==> config.mk <==
export PLATFORM = sky130hd
export DESIGN_NAME = mdc_commutator_stage
export DESIGN_NICKNAME = d
export VERILOG_FILES = /design/src/rtl/mdc_commutator_stage.sv
export SDC_FILE = /design/constraint.sdc
export NUM_CORES = 2
export LEC_CHECK = 0
export ABC_AREA = 1
export CORE_ASPECT_RATIO = 1.5
export CORE_MARGIN = 5
export CORE_UTILIZATION = 25
export CTS_BUF_LIST = sky130_fd_sc_hd__clkbuf_16
export DETAILED_ROUTE_END_ITERATION = 8
export HOLD_SLACK_MARGIN = 0.1
export SLEW_MARGIN = 25
export SYNTH_ARGS = -nofsm -noshare
export SYNTH_HDL_FRONTEND = slang
export SYNTH_SLANG_ARGS = --single-unit
==> constraint.sdc <==
create_clock -name clk -period 37.8 [get_ports clk]
set_input_delay 7.56 -clock clk [delete_from_list [all_inputs] [get_ports clk]]
set_output_delay 7.56 -clock clk [all_outputs]
set_load 0.03 [all_outputs]
==> src/rtl/mdc_commutator_stage.sv <==
// MDC radix-2 commutator: delay lines swap pair halves across 2*DELAY steps,
// with frame sequencing and an automatic drain of the last frame's tail.
module mdc_commutator_stage #(
    parameter int WIDTH = 12,
    parameter int DELAY = 32,
    parameter int FRAME = 64
) (
    input  logic             clk,
    input  logic             rst,
    input  logic             mode,
    input  logic             en,
    input  logic [WIDTH-1:0] i1,
    input  logic [WIDTH-1:0] i2,
    output logic             ready,
    output logic [WIDTH-1:0] o1,
    output logic [WIDTH-1:0] o2,
    output logic             o_valid,
    output logic             done
);
    localparam int SW = $clog2(2 * DELAY);
    localparam int SB = $clog2(DELAY);
    localparam int FW = (FRAME > 1) ? $clog2(FRAME) : 1;
    localparam int DW = (DELAY > 1) ? $clog2(DELAY) : 1;
    localparam logic [FW-1:0] F_LAST = FW'(FRAME - 1);
    localparam logic [DW-1:0] D_LAST = DW'(DELAY - 1);

    typedef enum logic [1:0] {IDLE, FILL, TAIL, DRAIN} state_e;
    state_e state_q, state_d;

    logic [SW-1:0]    st_q;
    logic [FW-1:0]    fcnt_q, ocnt_q;
    logic [DW-1:0]    dcnt_q;
    logic             fm_q;
    logic [WIDTH-1:0] ld_q [DELAY];
    logic [WIDTH-1:0] td_q [DELAY];
    logic [DELAY-1:0] tv_q, tm_q;
    logic [WIDTH-1:0] o1_q, o2_q;
    logic             ov_q, done_q;

    logic             accept, dstep, adv, last_drain;
    logic             fm, s, tv, om;
    logic [WIDTH-1:0] a, b, top, bot, ld, td;

    always_ff @(posedge clk or posedge rst) begin
        if (rst) state_q <= IDLE;
        else     state_q <= state_d;
    end

    always_comb begin
        state_d = state_q;
        unique case (state_q)
            IDLE:    if (accept) state_d = FILL;
            FILL:    if (accept && fcnt_q == F_LAST) state_d = TAIL;
            TAIL: begin
                if (accept)          state_d = FILL;
                else if (last_drain) state_d = IDLE;
                else                 state_d = DRAIN;
            end
            DRAIN:   if (last_drain) state_d = IDLE;
            default: state_d = IDLE;
        endcase
    end

    // dcnt_q is zero in TAIL, so a single compare covers DELAY=1 too
    always_comb begin
        ready      = (state_q != DRAIN);
        accept     = en & ready;
        dstep      = (state_q == DRAIN) | ((state_q == TAIL) & ~en);
        adv        = accept | dstep;
        last_drain = dstep & (dcnt_q == D_LAST);
    end

    always_comb begin
        fm  = (accept && fcnt_q == '0) ? mode : fm_q;
        a   = dstep ? '0 : (fm ? i2 : i1);
        b   = dstep ? '0 : (fm ? i1 : i2);
        s   = st_q[SB];
        ld  = ld_q[DELAY-1];
        td  = td_q[DELAY-1];
        top = s ? ld : a;
        bot = s ? a : ld;
        tv  = tv_q[DELAY-1];
        om  = tm_q[DELAY-1];
    end

    always_ff @(posedge clk or posedge rst) begin
        if (rst) begin
            st_q   <= '0;
            fcnt_q <= '0;
            dcnt_q <= '0;
            fm_q   <= 1'b0;
        end else if (adv) begin
            st_q <= last_drain ? '0 : st_q + SW'(1);
            if (accept) begin
                fcnt_q <= (fcnt_q == F_LAST) ? '0 : fcnt_q + FW'(1);
                fm_q   <= fm;
            end
            if (dstep) dcnt_q <= last_drain ? '0 : dcnt_q + DW'(1);
        end
    end

    always_ff @(posedge clk or posedge rst) begin
        if (rst) begin
            for (int i = 0; i < DELAY; i++) begin
                ld_q[i] <= '0;
                td_q[i] <= '0;
                tv_q[i] <= 1'b0;
                tm_q[i] <= 1'b0;
            end
        end else if (adv) begin
            ld_q[0] <= b;
            td_q[0] <= top;
            tv_q[0] <= accept;
            tm_q[0] <= fm;
            for (int i = 1; i < DELAY; i++) begin
                ld_q[i] <= ld_q[i-1];
                td_q[i] <= td_q[i-1];
                tv_q[i] <= tv_q[i-1];
                tm_q[i] <= tm_q[i-1];
            end
        end
    end

    always_ff @(posedge clk or posedge rst) begin
        if (rst) begin
            o1_q   <= '0;
            o2_q   <= '0;
            ov_q   <= 1'b0;
            done_q <= 1'b0;
            ocnt_q <= '0;
        end else begin
            ov_q   <= adv & tv;
            done_q <= adv & tv & (ocnt_q == F_LAST);
            if (adv) begin
                o1_q <= om ? bot : td;
                o2_q <= om ? td : bot;
                if (tv) ocnt_q <= (ocnt_q == F_LAST) ? '0 : ocnt_q + FW'(1);
            end
        end
    end

    assign o1      = o1_q;
    assign o2      = o2_q;
    assign o_valid = ov_q;
    assign done    = done_q;
endmodule

# --- Word level (Yosys, flattened, before mapping) ---
# Cells that the tools add are included.
word_totals:
  ramBits: 0
  input_bits: 28
  latchBits: 0
  rom_bits: 0
  wordCells: 125
  regBits: 884
  output_inout_bits: 27
  memories: 0
classes:
  bitwise_logic: 8
  mul: 0
  muxes: 19
  div: 0
  addsub: 4
  shifts: 0
  n_eq_ne: 10
  n_reduce_logical: 8
  n_lt_le_gt_ge: 0
op_table:
  columns: ["cell", "count"]
  rows:
  - ["two-way mux 12 bit", 8]
  - ["adder 6 x 1 -> 6 bit, second input constant", 3]
  - ["two-way mux 6 bit", 3]
  - ["== test 6 bit, second input constant", 2]
  - ["two-way mux 2 bit", 5]
  - ["!= test 2 bit, second input constant", 4]
  - ["one-hot mux 2 bit (4 select lines)", 1]
  - ["zero test 6 bit", 1]
  - ["AND reduction 2 bit", 3]
  - ["adder 5 x 1 -> 5 bit, second input constant", 1]
  - ["AND 1 bit", 5]
  - ["== test 5 bit, second input constant", 1]
  - ["two-way mux 5 bit", 1]
  - ["== test 2 bit, second input constant", 2]
  - ["AND reduction 3 bit", 1]
  - ["== test 2 x 1 -> 1 bit, second input constant", 1]
  - ["logical AND 1 bit", 2]
  - ["zero test 2 bit", 1]
  - ["OR 1 bit", 2]
  - ["two-way mux 1 bit", 1]
  - ["inverter 1 bit", 1]

# --- Depth between registers and ports, before layout ---
depth:
  ltp_word: 8
  ltp_mapped: 13
  mapped_depth_nobuf: 12

# --- Worst setup path after synthesis ---
# No wires, ideal clock.
synth_path:
  path_type: "input to register"
  start: "input port en"
  end: "register o1_q[2], in the netlist o1[2]"
  path_stages: 11
  path_buffers: 2
  required_ps: 37683
  setup_slack_ps: 29176
  arrival_time_ps: 8508
  setup_ps: 117
  path_cell_list: "inv_2 -> a21oi_2 -> buf_4 -> nand3_2 -> nand2_4 -> buf_12 -> nand2_2 -> nand4_1 -> nand3_1 -> nand2_1 -> nand2_1"
synth_via:
  elab_chain_cells: 7
  elab_cells_between_ends: 11
  classes_between: "mux (5); bitwise (5); reduce/logical (1)"
synth_rtl:
  columns: ["element", "line_no", "rtl"]
  rows:
  - ["start, declared", "11", "input logic en,"]
  - ["AND 1 bit", "67", "accept = en & ready;"]
  - ["logical AND 1 bit", "74", "fm = (accept && fcnt_q == '0) ? mode : fm_q;"]
  - ["two-way mux 1 bit", "74", null]
  - ["two-way mux 12 bit (2 in a row)", "75", "a = dstep ? '0 : (fm ? i2 : i1);"]
  - ["two-way mux 12 bit", "81", "bot = s ? a : ld;"]
  - ["two-way mux 12 bit", "135", "o1_q <= om ? bot : td;"]
  - ["end signal, assigned", "135", null]
  - ["end, declared", "37", "logic [WIDTH-1:0] o1_q, o2_q;"]
# Parallel ways exist; a longest one is shown, timed or not.
# A chain may end at the register's enable or synchronous reset.

==> flow_metrics.env <==
export IMPL_status="completed"
export IMPL_p_per_area_nw_per_um2=81.4
export IMPL_cts_path_max_buffers=3
export IMPL_dp_hpwl_mm=38.2
export IMPL_grt_use_met1_pct=13.5
export IMPL_peakVddDrop_mv=0.0360
export IMPL_cpPeakStageDelay_ns=0.72
export IMPL_vias=23600
export IMPL_drt_initial_drc_count=1999
export IMPL_design_core_area_um2=136000
export IMPL_route_detailed_drc=0
export IMPL_dieArea_um2=144000
export IMPL_fmax_mhz=92.7
export IMPL_hold_viol=0
export IMPL_use_met3_pct=2.05
export IMPL_switching_share_pct=34.0
export IMPL_routed_via_density=4.14
export IMPL_clock_latency_ns=0.64
export IMPL_worst_pin_slew_ns=1.08
export IMPL_cts_setup_buffers=0
export IMPL_hp_start="td_q[191]$_DFFE_PP0N_"
export IMPL_hold_buffers=0
export IMPL_rsz0062_at_grt="no"
export IMPL_skew_ns=0.0215
export IMPL_fin_tns_setup_ns=0
export IMPL_cp_slowest_cell="buf_4"
export IMPL_dpl_worst_slack_ns=25.61
export IMPL_drt_total_wl_mm=68.3
export IMPL_cts_root_buf="clkbuf_16"
export IMPL_hold_path_class="reg2reg"
export IMPL_end_kind="async pin"
export IMPL_synth_cell_types=33
export IMPL_portBuffers=54
export IMPL_tritoncts="done"
export IMPL_htreeDepth=3
export IMPL_yosys_area_top_type_share_pct=64.9
export IMPL_final_layout_size_suffix_gt1_share_pct=4.77
export IMPL_post_drt_wl_per_cell_um=12.0
export IMPL_die_h_um=462
export IMPL_ios=55
export IMPL_ys_warn_count=0
export IMPL_p_total_mw=3.19
export IMPL_reg2reg_depth=5
export IMPL_timing_final_ws_setup_ns=27.01
export IMPL_ys_seq_area_share_pct=64.9
export IMPL_gp_congestion=0.739
export IMPL_dp_cells=5522
export IMPL_whs_path_depth=2
export IMPL_clock_sinks=884
export IMPL_grt_use_total_pct=9.51
export IMPL_min_period_ns=10.79
export IMPL_comb_power_share_pct=23.2
export IMPL_p_leak_nw=20.9
export IMPL_finalCritPeriodShare_pct=28.6
export IMPL_crit_cells=7
export IMPL_firstDrtPassIters=5
export IMPL_cts_resized=0
export IMPL_slew_violations=0
export IMPL_max_slew_margin_pct=28.1
export IMPL_yosys_register_bits=884
export IMPL_p_switching_mw=1.08
export IMPL_busiest_layer="met2"
export IMPL_critical_path_max_fanout=115
export IMPL_syn_area_per_cell_um2=8.77
export IMPL_netlist_area_um2=34100
export IMPL_met2_usage_pct=14.6
export IMPL_yosys_area_top_type="dfrtp_1"
export IMPL_syn_nets=3917
export IMPL_cp_buffers_inverters=7
export IMPL_antenna_found_initial=3
export IMPL_die_w_um=311
export IMPL_cp_data_arrival_time_ns=11.60
export IMPL_numCtsBuffers=87
export IMPL_stdcell_count=5690
export IMPL_clk_pin_slew_ns=0.06
export IMPL_final_area_um2=39200
export IMPL_clkPwrFrac_pct=27.4
export IMPL_cp_start_kind="primary input"
export IMPL_overflow=0
export IMPL_areaGrowthSynthToFinish_pct=14.9
export IMPL_grt_max_degree=242
export IMPL_floorplan_rows=166
export IMPL_setup_viol_count_final=0
export IMPL_post_dp_cell_area_um2=36200
export IMPL_seqPwrFrac_pct=49.4
export IMPL_rr_startpoint="state_q[1]$_DFFE_PP0P_"
export IMPL_crit_start="rst"
export IMPL_start_util_pct=25.0
export IMPL_nets=3884
export IMPL_max_cap_violations=0
export IMPL_grt_pass1_vias=23200
export IMPL_hold_slack_ns=0.460
export IMPL_required_ns=38.61
export IMPL_ant_nets=0
export IMPL_crit_family="buffers and inverters"
export IMPL_path_class="in2async"
export IMPL_crit_chain="clkdlybuf4s50_1 > inv_8 > buf_4 > buf_4 > buf_6 > buf_4 > buf_12"
export IMPL_grt_pass1_wl_mm=117
export IMPL_crit_top_cell="buf_4"
export IMPL_synth_cells=3883
export IMPL_p_int_mw=2.10
export IMPL_fin_util_pct=28.8
export IMPL_synth_area_top_cells="dfrtp_1 65%, nand2_1 26%, o21ai_0 1.7%, inv_1 1.3%, buf_2 1.2%"
## cell type report
| class | instances | area, µm² |
|---|---|---|
| well taps | 1764 | 2210 |
| flip-flops and latches | 884 | 22100 |
| diodes | 4 | 10.0 |
| multi-input cells | 2671 | 10600 |
| clock inverters | 71 | 613 |
| clock buffers | 90 | 2250 |
| fillers | 14300 | 96900 |
| repair buffers | 85 | 890 |
| inverters | 121 | 469 |
## path summary, 6_finish.rpt
| check | endpoint | slack (ns) |
|---|---|---|
| max reg2reg | td_q[220]$_DFFE_PP0N_ | 34.33 |
| min reg2reg | td_q[179]$_DFFE_PP0N_ | 0.46 |
| min in group asynchronous | ld_q[290]$_DFFE_PP0N_ | 7.50 |
| max in group clk | td_q[220]$_DFFE_PP0N_ | 27.34 |
| max | ld_q[70]$_DFFE_PP0N_ | 27.01 |
| min | td_q[179]$_DFFE_PP0N_ | 0.46 |
## layer usage
metal,wire length [µm],share of wire (%)
met5,0,0
met4,1560,2.3
met2,29800,44
met3,3160,4.6
met1,33800,49
## sequential cells by signal, indices dropped and copies added (netlist names), 6 cells and up
register  flops
td           12
o1           12
ld           12
st_q          6
fcnt_q        6
tv_q         32
ld_q        372
td_q        372
ocnt_q        6
tm_q         32
o2           12
## cell usage in the layout (no fill, tap or decap), types with 5 or more instances in the layout
| cell type | instances |
|---|---|
| a21oi_1 | 59 |
| nand4_1 | 19 |
| nand2_2 | 8 |
| nand3_1 | 36 |
| nand2_1 | 2325 |
| bufinv_16 | 10 |
| buf_6 | 7 |
| clkbuf_16 | 90 |
| buf_4 | 18 |
| nor2_1 | 45 |
| nor3_1 | 11 |
| clkinv_2 | 20 |
| o21ai_0 | 113 |
| clkinv_1 | 17 |
| dfrtp_1 | 884 |
| o21ai_1 | 13 |
| inv_1 | 128 |
| ha_1 | 6 |
| o22ai_1 | 14 |
| nand4_2 | 5 |
| inv_2 | 5 |
| clkdlybuf4s50_1 | 54 |
## power by group through the flow
stage,clock [mW],combinational (mW),sequential [mW]
CTS,0.904,0.755,1.58
floorplan,0,0.554,1.56
detailed placement,0,0.750,1.58
finish,0.874,0.738,1.57
global route,0.942,0.870,1.63
global placement,0,0.733,1.58
## worst register-to-register path: cells and delay by family (launching register included)
family	cells	cell delay, ns
buffers and inverters	3	2.22
flip-flops	1	0.48
AND/OR/NAND/NOR	1	0.35
AO/OA/AOI/OAI	1	0.25
## cells by family after synthesis
logic type,after synthesis,share of synthesized area (%)
compound gates,205,3.11
xor+xnor,5,0.129
fa+ha+maj,6,0.220
buf+inv,328,4.00
flops,884,64.9
simple gates,2455,27.6
## synthesized netlist by cell type
master	instances
nor4_1	1
a22oi_1	2
nand4_2	5
buf_1	17
inv_2	5
nand3_2	1
buf_4	2
nand2_4	1
nand3_1	36
o22ai_1	14
and3_1	1
xor2_1	4
a311oi_1	1
nand2_1	2325
clkbuf_1	105
a211oi_1	1
buf_2	81
o21ai_0	113
o21ai_1	14
nor2_1	45
nor3_1	11
inv_1	116
buf_6	1
nand4_1	19
nor2_2	1
a21oi_2	1
nand2_2	8
or2_2	1
ha_1	6
xnor2_1	1
dfrtp_1	884
a21oi_1	59
buf_12	1
(Power assumes the default switching activity.)
